--- src/rtl/pipe_pkg.sv ---
// Shared pipeline definitions: stall sequencer states and the opcode
// constants that hazard detection and decode also use.
package pipe_pkg;

  // Stall sequencer states; the encodings match the legacy RTL.
  typedef enum logic [1:0] {
    RUN = 2'd0,
    HAZ = 2'd1,
    MUL = 2'd2
  } stall_state_e;

  // Primary opcode field values.
  localparam logic [5:0] OP_RTYPE = 6'b000000;
  localparam logic [5:0] OP_MUL   = 6'b011100;

  // Front-end control bundle produced by the stall sequencer.
  typedef struct packed {
    logic stall_pc;
    logic stall_if_id;
    logic hold_id_ex;
    logic bubble_id_ex;
    logic flush_if_id;
    logic mul_busy;
  } stall_ctrl_t;

  localparam stall_ctrl_t CTRL_IDLE = '0;

  // True when 'value' can be held in an unsigned counter of 'width' bits.
  function automatic logic fits_cnt(input int unsigned value,
                                    input int unsigned width);
    return (width >= 32) || (value < (32'd1 << width));
  endfunction

endpackage : pipe_pkg

--- src/rtl/stall_counter.sv ---
// Episode-length counter shared by the hazard and multiply stall paths.
// Synchronous active-low reset; clear wins over increment.
module stall_counter #(
  parameter int unsigned CNT_W = 3
) (
  input  logic             clk,
  input  logic             rst_n,
  input  logic             clr,
  input  logic             inc,
  input  logic [CNT_W-1:0] term,
  output logic [CNT_W-1:0] count,
  output logic             at_term
);

  // Count register: cleared by reset or clr, otherwise steps on inc.
  always_ff @(posedge clk) begin
    if (!rst_n || clr) begin
      count <= '0;
    end else if (inc) begin
      count <= count + 1'b1;
    end
  end

  // Terminal compare against the limit selected by the current episode.
  always_comb begin
    at_term = (count == term);
  end

endmodule : stall_counter

--- src/rtl/pipe_stall_ctrl.sv ---
// Central stall/flush sequencer for the 5-stage pipeline. Turns the hazard
// level, taken-branch pulse and multiply start into prioritised Mealy
// enables for PC, IF/ID and ID/EX, and owns the multiply occupancy counter
// and the hazard-stall watchdog.
module pipe_stall_ctrl
  import pipe_pkg::*;
#(
  parameter int unsigned MUL_LAT   = 4,
  parameter int unsigned MAX_STALL = 7,
  parameter int unsigned CNT_W     = 3
) (
  input  logic             Clock,
  input  logic             Reset,
  input  logic             Haz_Req,
  input  logic             Br_Taken,
  input  logic             Mul_Start,
  output logic             Stall_PC,
  output logic             Stall_IF_ID,
  output logic             Hold_ID_EX,
  output logic             Bubble_ID_EX,
  output logic             Flush_IF_ID,
  output logic             Mul_Busy,
  output logic [CNT_W-1:0] Stall_Count,
  output logic             Watchdog
);

  // Both episode limits must be representable so the counter never wraps.
  if (MUL_LAT < 2) begin : g_bad_mul_lat
    $error("pipe_stall_ctrl: MUL_LAT must be at least 2");
  end
  if (MAX_STALL < 1) begin : g_bad_max_stall
    $error("pipe_stall_ctrl: MAX_STALL must be at least 1");
  end
  if (!fits_cnt(MUL_LAT - 1, CNT_W) || !fits_cnt(MAX_STALL, CNT_W)) begin : g_bad_cnt_w
    $error("pipe_stall_ctrl: CNT_W too narrow for MUL_LAT-1 / MAX_STALL");
  end

  localparam logic [CNT_W-1:0] MUL_TERM = CNT_W'(MUL_LAT - 1);
  localparam logic [CNT_W-1:0] HAZ_TERM = CNT_W'(MAX_STALL);

  stall_state_e     state_q;
  stall_state_e     state_d;
  stall_ctrl_t      ctrl;
  logic             cnt_clr;
  logic             cnt_inc;
  logic [CNT_W-1:0] cnt_term;
  logic [CNT_W-1:0] cnt_q;
  logic             cnt_hit;
  logic             wd_set;
  logic             wd_q;

  stall_counter #(
    .CNT_W (CNT_W)
  ) u_stall_counter (
    .clk     (Clock),
    .rst_n   (Reset),
    .clr     (cnt_clr),
    .inc     (cnt_inc),
    .term    (cnt_term),
    .count   (cnt_q),
    .at_term (cnt_hit)
  );

  // Next-state, counter control and Mealy output decode.
  // The counter sits at 0 in RUN, so an increment on episode entry loads 1.
  always_comb begin
    state_d  = state_q;
    ctrl     = CTRL_IDLE;
    cnt_clr  = 1'b0;
    cnt_inc  = 1'b0;
    cnt_term = HAZ_TERM;
    wd_set   = 1'b0;
    unique case (state_q)
      RUN: begin
        if (Br_Taken) begin
          ctrl.flush_if_id  = 1'b1;
          ctrl.bubble_id_ex = 1'b1;
          cnt_clr           = 1'b1;
        end else if (Mul_Start) begin
          ctrl.stall_pc    = 1'b1;
          ctrl.stall_if_id = 1'b1;
          ctrl.hold_id_ex  = 1'b1;
          ctrl.mul_busy    = 1'b1;
          cnt_inc          = 1'b1;
          state_d          = MUL;
        end else if (Haz_Req) begin
          ctrl.stall_pc     = 1'b1;
          ctrl.stall_if_id  = 1'b1;
          ctrl.bubble_id_ex = 1'b1;
          cnt_inc           = 1'b1;
          state_d           = HAZ;
        end
      end
      HAZ: begin
        if (Br_Taken) begin
          ctrl.flush_if_id  = 1'b1;
          ctrl.bubble_id_ex = 1'b1;
          cnt_clr           = 1'b1;
          state_d           = RUN;
        end else if (Haz_Req && !cnt_hit) begin
          ctrl.stall_pc     = 1'b1;
          ctrl.stall_if_id  = 1'b1;
          ctrl.bubble_id_ex = 1'b1;
          cnt_inc           = 1'b1;
        end else begin
          // Hazard dropped, or the watchdog forces a release.
          wd_set  = Haz_Req;
          cnt_clr = 1'b1;
          state_d = RUN;
        end
      end
      MUL: begin
        cnt_term = MUL_TERM;
        if (!cnt_hit) begin
          ctrl.stall_pc    = 1'b1;
          ctrl.stall_if_id = 1'b1;
          ctrl.hold_id_ex  = 1'b1;
          ctrl.mul_busy    = 1'b1;
          cnt_inc          = 1'b1;
        end else begin
          cnt_clr = 1'b1;
          state_d = RUN;
        end
      end
      default: begin
        cnt_clr = 1'b1;
        state_d = RUN;
      end
    endcase
  end

  // State register with synchronous active-low reset.
  always_ff @(posedge Clock) begin
    if (!Reset) begin
      state_q <= RUN;
    end else begin
      state_q <= state_d;
    end
  end

  // Sticky watchdog flag, cleared only by reset.
  always_ff @(posedge Clock) begin
    if (!Reset) begin
      wd_q <= 1'b0;
    end else if (wd_set) begin
      wd_q <= 1'b1;
    end
  end

  // Output drive: everything is forced low while reset is held.
  always_comb begin
    Stall_PC     = Reset & ctrl.stall_pc;
    Stall_IF_ID  = Reset & ctrl.stall_if_id;
    Hold_ID_EX   = Reset & ctrl.hold_id_ex;
    Bubble_ID_EX = Reset & ctrl.bubble_id_ex;
    Flush_IF_ID  = Reset & ctrl.flush_if_id;
    Mul_Busy     = Reset & ctrl.mul_busy;
    Stall_Count  = Reset ? cnt_q : '0;
    Watchdog     = Reset & wd_q;
  end

endmodule : pipe_stall_ctrl

--- config.mk ---
export PLATFORM = sky130hd
export DESIGN_NAME = pipe_stall_ctrl
export DESIGN_NICKNAME = d
export VERILOG_FILES = /design/src/rtl/pipe_pkg.sv /design/src/rtl/stall_counter.sv /design/src/rtl/pipe_stall_ctrl.sv
export SDC_FILE = /design/constraint.sdc
export NUM_CORES = 1
export LEC_CHECK = 0
export ABC_AREA = 1
export CORE_AREA = 3 3 40 42
export CTS_CLUSTER_SIZE = 8
export DETAILED_ROUTE_END_ITERATION = 16
export DIE_AREA = 0 0 43 45
export PLACE_DENSITY = 0.69
export SLEW_MARGIN = 30
export SYNTH_ARGS = -nofsm -noshare
export SYNTH_HDL_FRONTEND = slang
export SYNTH_SLANG_ARGS = --single-unit
export TNS_END_PERCENT = 10
--- constraint.sdc ---
create_clock -name Clock -period 1.75 [get_ports Clock]
set_clock_uncertainty 0.15 [all_clocks]
set_input_delay 0.175 -clock Clock [delete_from_list [all_inputs] [get_ports Clock]]
set_output_delay 0.175 -clock Clock [all_outputs]
set_load 0.05 [all_outputs]
* After elaboration in Yosys (flattened, before gate mapping)
Index checks and enable logic that the tools add are counted.
Storage, ports and cells: register bits after elaboration 6, output and inout port bits 10, logic and storage cells 63
Operators by class: add/subtract/negate cells 1, eq/ne operators 7, mux-type cells 39, bitwise operators 7, reductions and logical operators 6
Operators with widths (count):
- $mux W2 | 10
- $mux W1 | 18
- $mux W3 | 4
- $pmux W2 S3 | 2
- $and A1 B1 Y1 | 7
- $ne A3 B3 Y1 const B | 2
- $pmux W1 S3 | 2
- $ne A2 B2 Y1 const B | 2
- $pmux W1 S2 | 2
- $pmux W2 S2 | 1
- $reduce_and A4 Y1 | 1
- $add A3 B1 Y3 const B | 1
- $eq A3 B3 Y1 | 1
- $eq A2 B1 Y1 const B | 1
- $eq A2 B2 Y1 const B | 1
- $logic_not A1 Y1 | 2
- $logic_not A2 Y1 | 1
- $logic_and A1 B1 Y1 | 1
- $logic_or A1 B1 Y1 | 1

* Logic depth before layout (Yosys ltp)
Gate-level depths: netlist (run 1).
depth after elaboration 9, gate-level depth with buffers 8, mapped depth without buffers 8

* Hierarchy
From an unflattened synthesis (run 1), not the netlist that was laid out.
Second synthesis, totals: cell total of the unflattened synthesis 75, area, all modules 454.2 sq um
By module, submodules not included:
- pipe_stall_ctrl | times used 1, cells each 49, area an instance 282.8 sq um, sequential area each 60.1 sq um
- stall_counter | times used 1, cells each 26, area an instance 171.4 sq um, sequential area each 60.1 sq um

* Worst setup path after synthesis (run 1)
OpenSTA, ideal clock, no wires.
path kind register -> output, start point reg u_stall_counter.count[0], end point out Mul_Busy, arrival time 1.918 ns, required time 1.425 ns, path slack -0.493 ns, stages on the path, launching flop included 6, path through dfxtp_1 -> ha_1 -> nand3_4 -> nand2_1 -> a21oi_1 -> buf_4
On the way: word-level cells in the longest chain between the ends 4
RTL lines:
- from (decl) | RTL line stall_counter.sv:11 | output logic [CNT_W-1:0] count,
- from (signal assigned) | RTL line stall_counter.sv:20 | count <= count + 1'b1;
- $eq A3 B3 Y1 | RTL line stall_counter.sv:26 | at_term = (count == term);
- $mux W1 | RTL line pipe_stall_ctrl.sv:114 | if (!cnt_hit) begin
- $pmux W1 S2 | RTL line pipe_stall_ctrl.sv:73 | unique case (state_q)
- $and A1 B1 Y1 | RTL line pipe_stall_ctrl.sv:157 | Mul_Busy = Reset & ctrl.mul_busy;
- to (decl) | RTL line pipe_stall_ctrl.sv:22 | output logic Mul_Busy,
No other way between the ends.

* Worst setup path in the final report (run 1)
start point reg u_stall_counter.count[0], end point out Hold_ID_EX
On the way: word-level cells in the longest chain between the ends 4
RTL lines:
- $eq A3 B3 Y1 | RTL line stall_counter.sv:26
- $mux W3 | RTL line pipe_stall_ctrl.sv:114
- $pmux W1 S2 | RTL line pipe_stall_ctrl.sv:73
- $and A1 B1 Y1 | RTL line pipe_stall_ctrl.sv:154 | Hold_ID_EX = Reset & ctrl.hold_id_ex;
- to (decl) | RTL line pipe_stall_ctrl.sv:19 | output logic Hold_ID_EX,
No other way between the ends.

==> results of run 1 <==
[tightest hold or removal path, stage by stage, from the launching register on]
cell	delay [ns]
dfxtp_1	0.31
nand2_1	0.06
o31ai_1	0.06
[registers in the layout (all words and copies together), names as in the netlist]
signal,count
state_q,2
u_stall_counter.count,3
wd_q,1
[area by class of cell]
cell class / count / area (um2)
clock buffer: 3 / 22.5
fill: 106 / 415
inverter: 14 / 55.1
multi-input combinational: 46 / 322
sequential: 6 / 134
tap: 15 / 18.8
timing repair buffer: 24 / 318
[power by group]
group	switching [mW]	internal (mW)	total [mW]	leakage, nW
clock	0.0532	0.0778	0.131	0.0138
combinational	0.126	0.105	0.231	0.333
sequential	0.0131	0.144	0.157	0.0519
total	0.193	0.327	0.519	0.398
[how the worst max path moves through the flow]
| stage | start | to | slack (ns) | cells after the start |
|---|---|---|---|---|
| after floorplan | u_stall_counter.count[0] | Mul_Busy | -0.19 | 5 |
| after global placement | Haz_Req | Stall_IF_ID | 0.03 | 8 |
| after detailed placement | Haz_Req | Stall_IF_ID | 0.005 | 8 |
| after CTS | state_q[0] | Hold_ID_EX | 0.0005 | 7 |
| after global routing | u_stall_counter.count[0] | Bubble_ID_EX | -0.004 | 5 |
| final | u_stall_counter.count[0] | Hold_ID_EX | 0.07 | 5 |
[cells by family after synthesis]
| logic type | synth area share |
|---|---|
| AND/OR/NAND/NOR | 0.361 |
| buffers and inverters | 0.151 |
| AO/OA/AOI/OAI | 0.171 |
| flip-flops | 0.269 |
| XOR/XNOR | 0.0196 |
| adder cells (fa/ha/maj) | 0.0280 |
[metal layers]
| layer | global-route usage | vias to the layer above | routed length (um) |
|---|---|---|---|
| met4 | 0.0542 | 0 | 8 |
| li1 | - | 277 | - |
| met3 | 0.0598 | 2 | 55 |
| met5 | 0 | - | 0 |
| met2 | 0.210 | 12 | 585 |
| met1 | 0.152 | 233 | 514 |
[what timing repair did]
item	in CTS	in global routing
gates resized for setup	7	14
pin swaps	1	4
buffers inserted	0	3
setup endpoints to repair	5	5
[placed cells by master (no fill, tap or decap)]
master,count
a21oi_4,2
xor2_1,1
nand2_1,12
nand4_1,2
clkdlybuf4s50_1,3
inv_4,1
nand3_1,4
dfxtp_1,1
a21oi_1,6
dfxtp_4,3
o31ai_1,1
nor2_2,1
nand2_4,2
inv_2,1
inv_1,12
o21ai_1,1
o211ai_1,2
nand3_2,1
nand3_4,1
o2111ai_1,1
buf_12,10
ha_4,1
buf_4,10
dfxtp_2,2
nor2_1,2
nand2_2,4
clkbuf_4,3
nor2_4,2
dlymetal6s2s_1,1
[metrics by stage]
stage | utilization | total power [mW]
floorplan | - | 0.270
global placement | 0.584 | 0.364
detailed placement | 0.584 | 0.366
CTS | 0.627 | 0.511
global route | 0.677 | 0.549
finish | 0.677 | 0.519
==> metrics.md, run 1 <==
| Metric | Value |
|---|---|
| Status | `complete, no violations` |
| Final worst setup slack | `0.0740 ns` |
| Syn avg cell area | `6.57 um2` |
| Worst EP arrival | `1.35 ns` |
| R2R Path End | `u_stall_counter.count[2]` |
| Static Leak | `0.398 nW` |
| DP Area | `751 um2` |
| Commonest cells in the netlist | `nand2_1, inv_1, a21oi_1, dfxtp_1, nand3_1` |
| DR WL/cell | `10.8 um` |
| Netlist cell types | `19` |
| Asr flop ratio synth | `0` |
| Sink Count | `6` |
| Crit path largest cell delay | `0.36 ns` |
| Placed Cells | `102` |
| Via count of the routed design | `524` |
| Grt total ovfl | `0` |
| Port bufs | `14` |
| Pins over their slew limit | `0` |
| Worst r2r src | `state_q[1]` |
| Sequential fraction of the synthesis area | `0.269` |
| Power Density | `597 nW/um2` |
| Via/cell ratio | `4.85` |
| Routed Antenna Nets | `0` |
| Slew @ Worst Pin | `0.373 ns` |
| Finished Cell Area | `870 um2` |
| Die width | `43 um` |
| Yosys top cell area share | `0.269` |
| Area Growth Syn to Fin | `94.7%` |
| CP delay by family, top | `flip-flops` |
| Area leader, netlist | `dfxtp_1` |
| # diodes | `0` |
| EDFF count, synth | `0` |
| Number of remaining DRC errors | `0` |
| FF-to-FF path depth | `7` |
| Main flop type after synthesis | `dfxtp_1` |
| RD Place Congestion | `0.790` |
| Critical Path RT | `1.42 ns` |
| Setup TNS | `0 ns` |
| Synth warnings | `0` |
| Hold_sp | `wd_q` |
| Synthesized cell area | `447 um2` |
| CP Cell Sequence | `ha_4, nand3_4, nand2_2, a21oi_4, buf_12` |
| Die Area | `1940 um2` |
| Final std cells w/o fill | `108` |
| WHS Path Cells | `2` |
| Peak VDD IR | `356 uV` |
| Initial Util | `0.348` |
| Worst min path class | `flop to flop` |
| Syn Nets | `74` |
| Layout cells sized above 1 | `0.473` |
| Num ports | `15` |
| CTS H-tree lvls | `1` |
| Nets@finish | `101` |
| MaxCap Viol Count | `0` |
| Initial DRT Pass Iterations | `4` |
| WL final | `1160 um` |
| Min Hold Slack | `0.313 ns` |
| Count leader, synth | `nand2_1` |
| Reg2Reg Setup Slack | `0.27 ns` |
| Largest net degree at the start of global routing | `7` |
| RSZ-0062 raised after global routing | `yes` |
| Worst path bufs/invs | `1` |
| Fin. Hold Viols | `0` |
| Root Driver | `clkbuf_4` |
| Initial antenna violation count | `0` |
| Crit-path max FO | `4` |
| Flops & latches, synth | `6` |
| Clock transition at path regs | `0.05 ns` |
| Die Ht | `45 um` |
| Synthesized netlist cell count | `68` |
| Bufs on Longest Clock Path | `2` |
| Hold Path Sink | `wd_q` |
| CTS Buf Count | `3` |
| Tot GR Track Use | `0.131` |
| Core area | `1280 um2` |
| Crit path kind | `flop to output pin` |
| # hold bufs at CTS | `0` |
| First-pass GRT wire length | `1850 um` |
| Rel. slew slack | `0.750` |
| Crit end category | `output pin` |
| Final period util | `0.958` |
| DP Wirelength | `901 um` |
| CTS tree | `built` |
| Slowest-stage cell, CP | `dfxtp_4` |
| Rows | `13` |
| Initial DRC count | `11` |
| Dominant cells by area after synthesis | `dfxtp_1, nand2_1, inv_1` |
| Setup violators final | `0` |
| Dpl ws | `0.00528 ns` |
| Max frequency | `0.597 GHz` |
| Clk_lat worst skew | `0.25 ns` |
| Startpoint types | `flop` |
| Vias in the first global route | `447` |
| Min Clock Period, post-route | `1.68 ns` |
(Power assumes the default switching activity.)
==> inputs of run 2 (changes only) <==
--- a/config.mk
+++ b/config.mk
@@ -6,6 +6,7 @@
 export NUM_CORES = 1
 export LEC_CHECK = 0
 export ABC_AREA = 1
+export ABC_CLOCK_PERIOD_IN_PS = 1750
 export CORE_AREA = 3 3 40 42
 export CTS_CLUSTER_SIZE = 8
 export DETAILED_ROUTE_END_ITERATION = 16
==> results of run 2 <==
The final DEF is identical to that of run 1; final timing and power are the same.
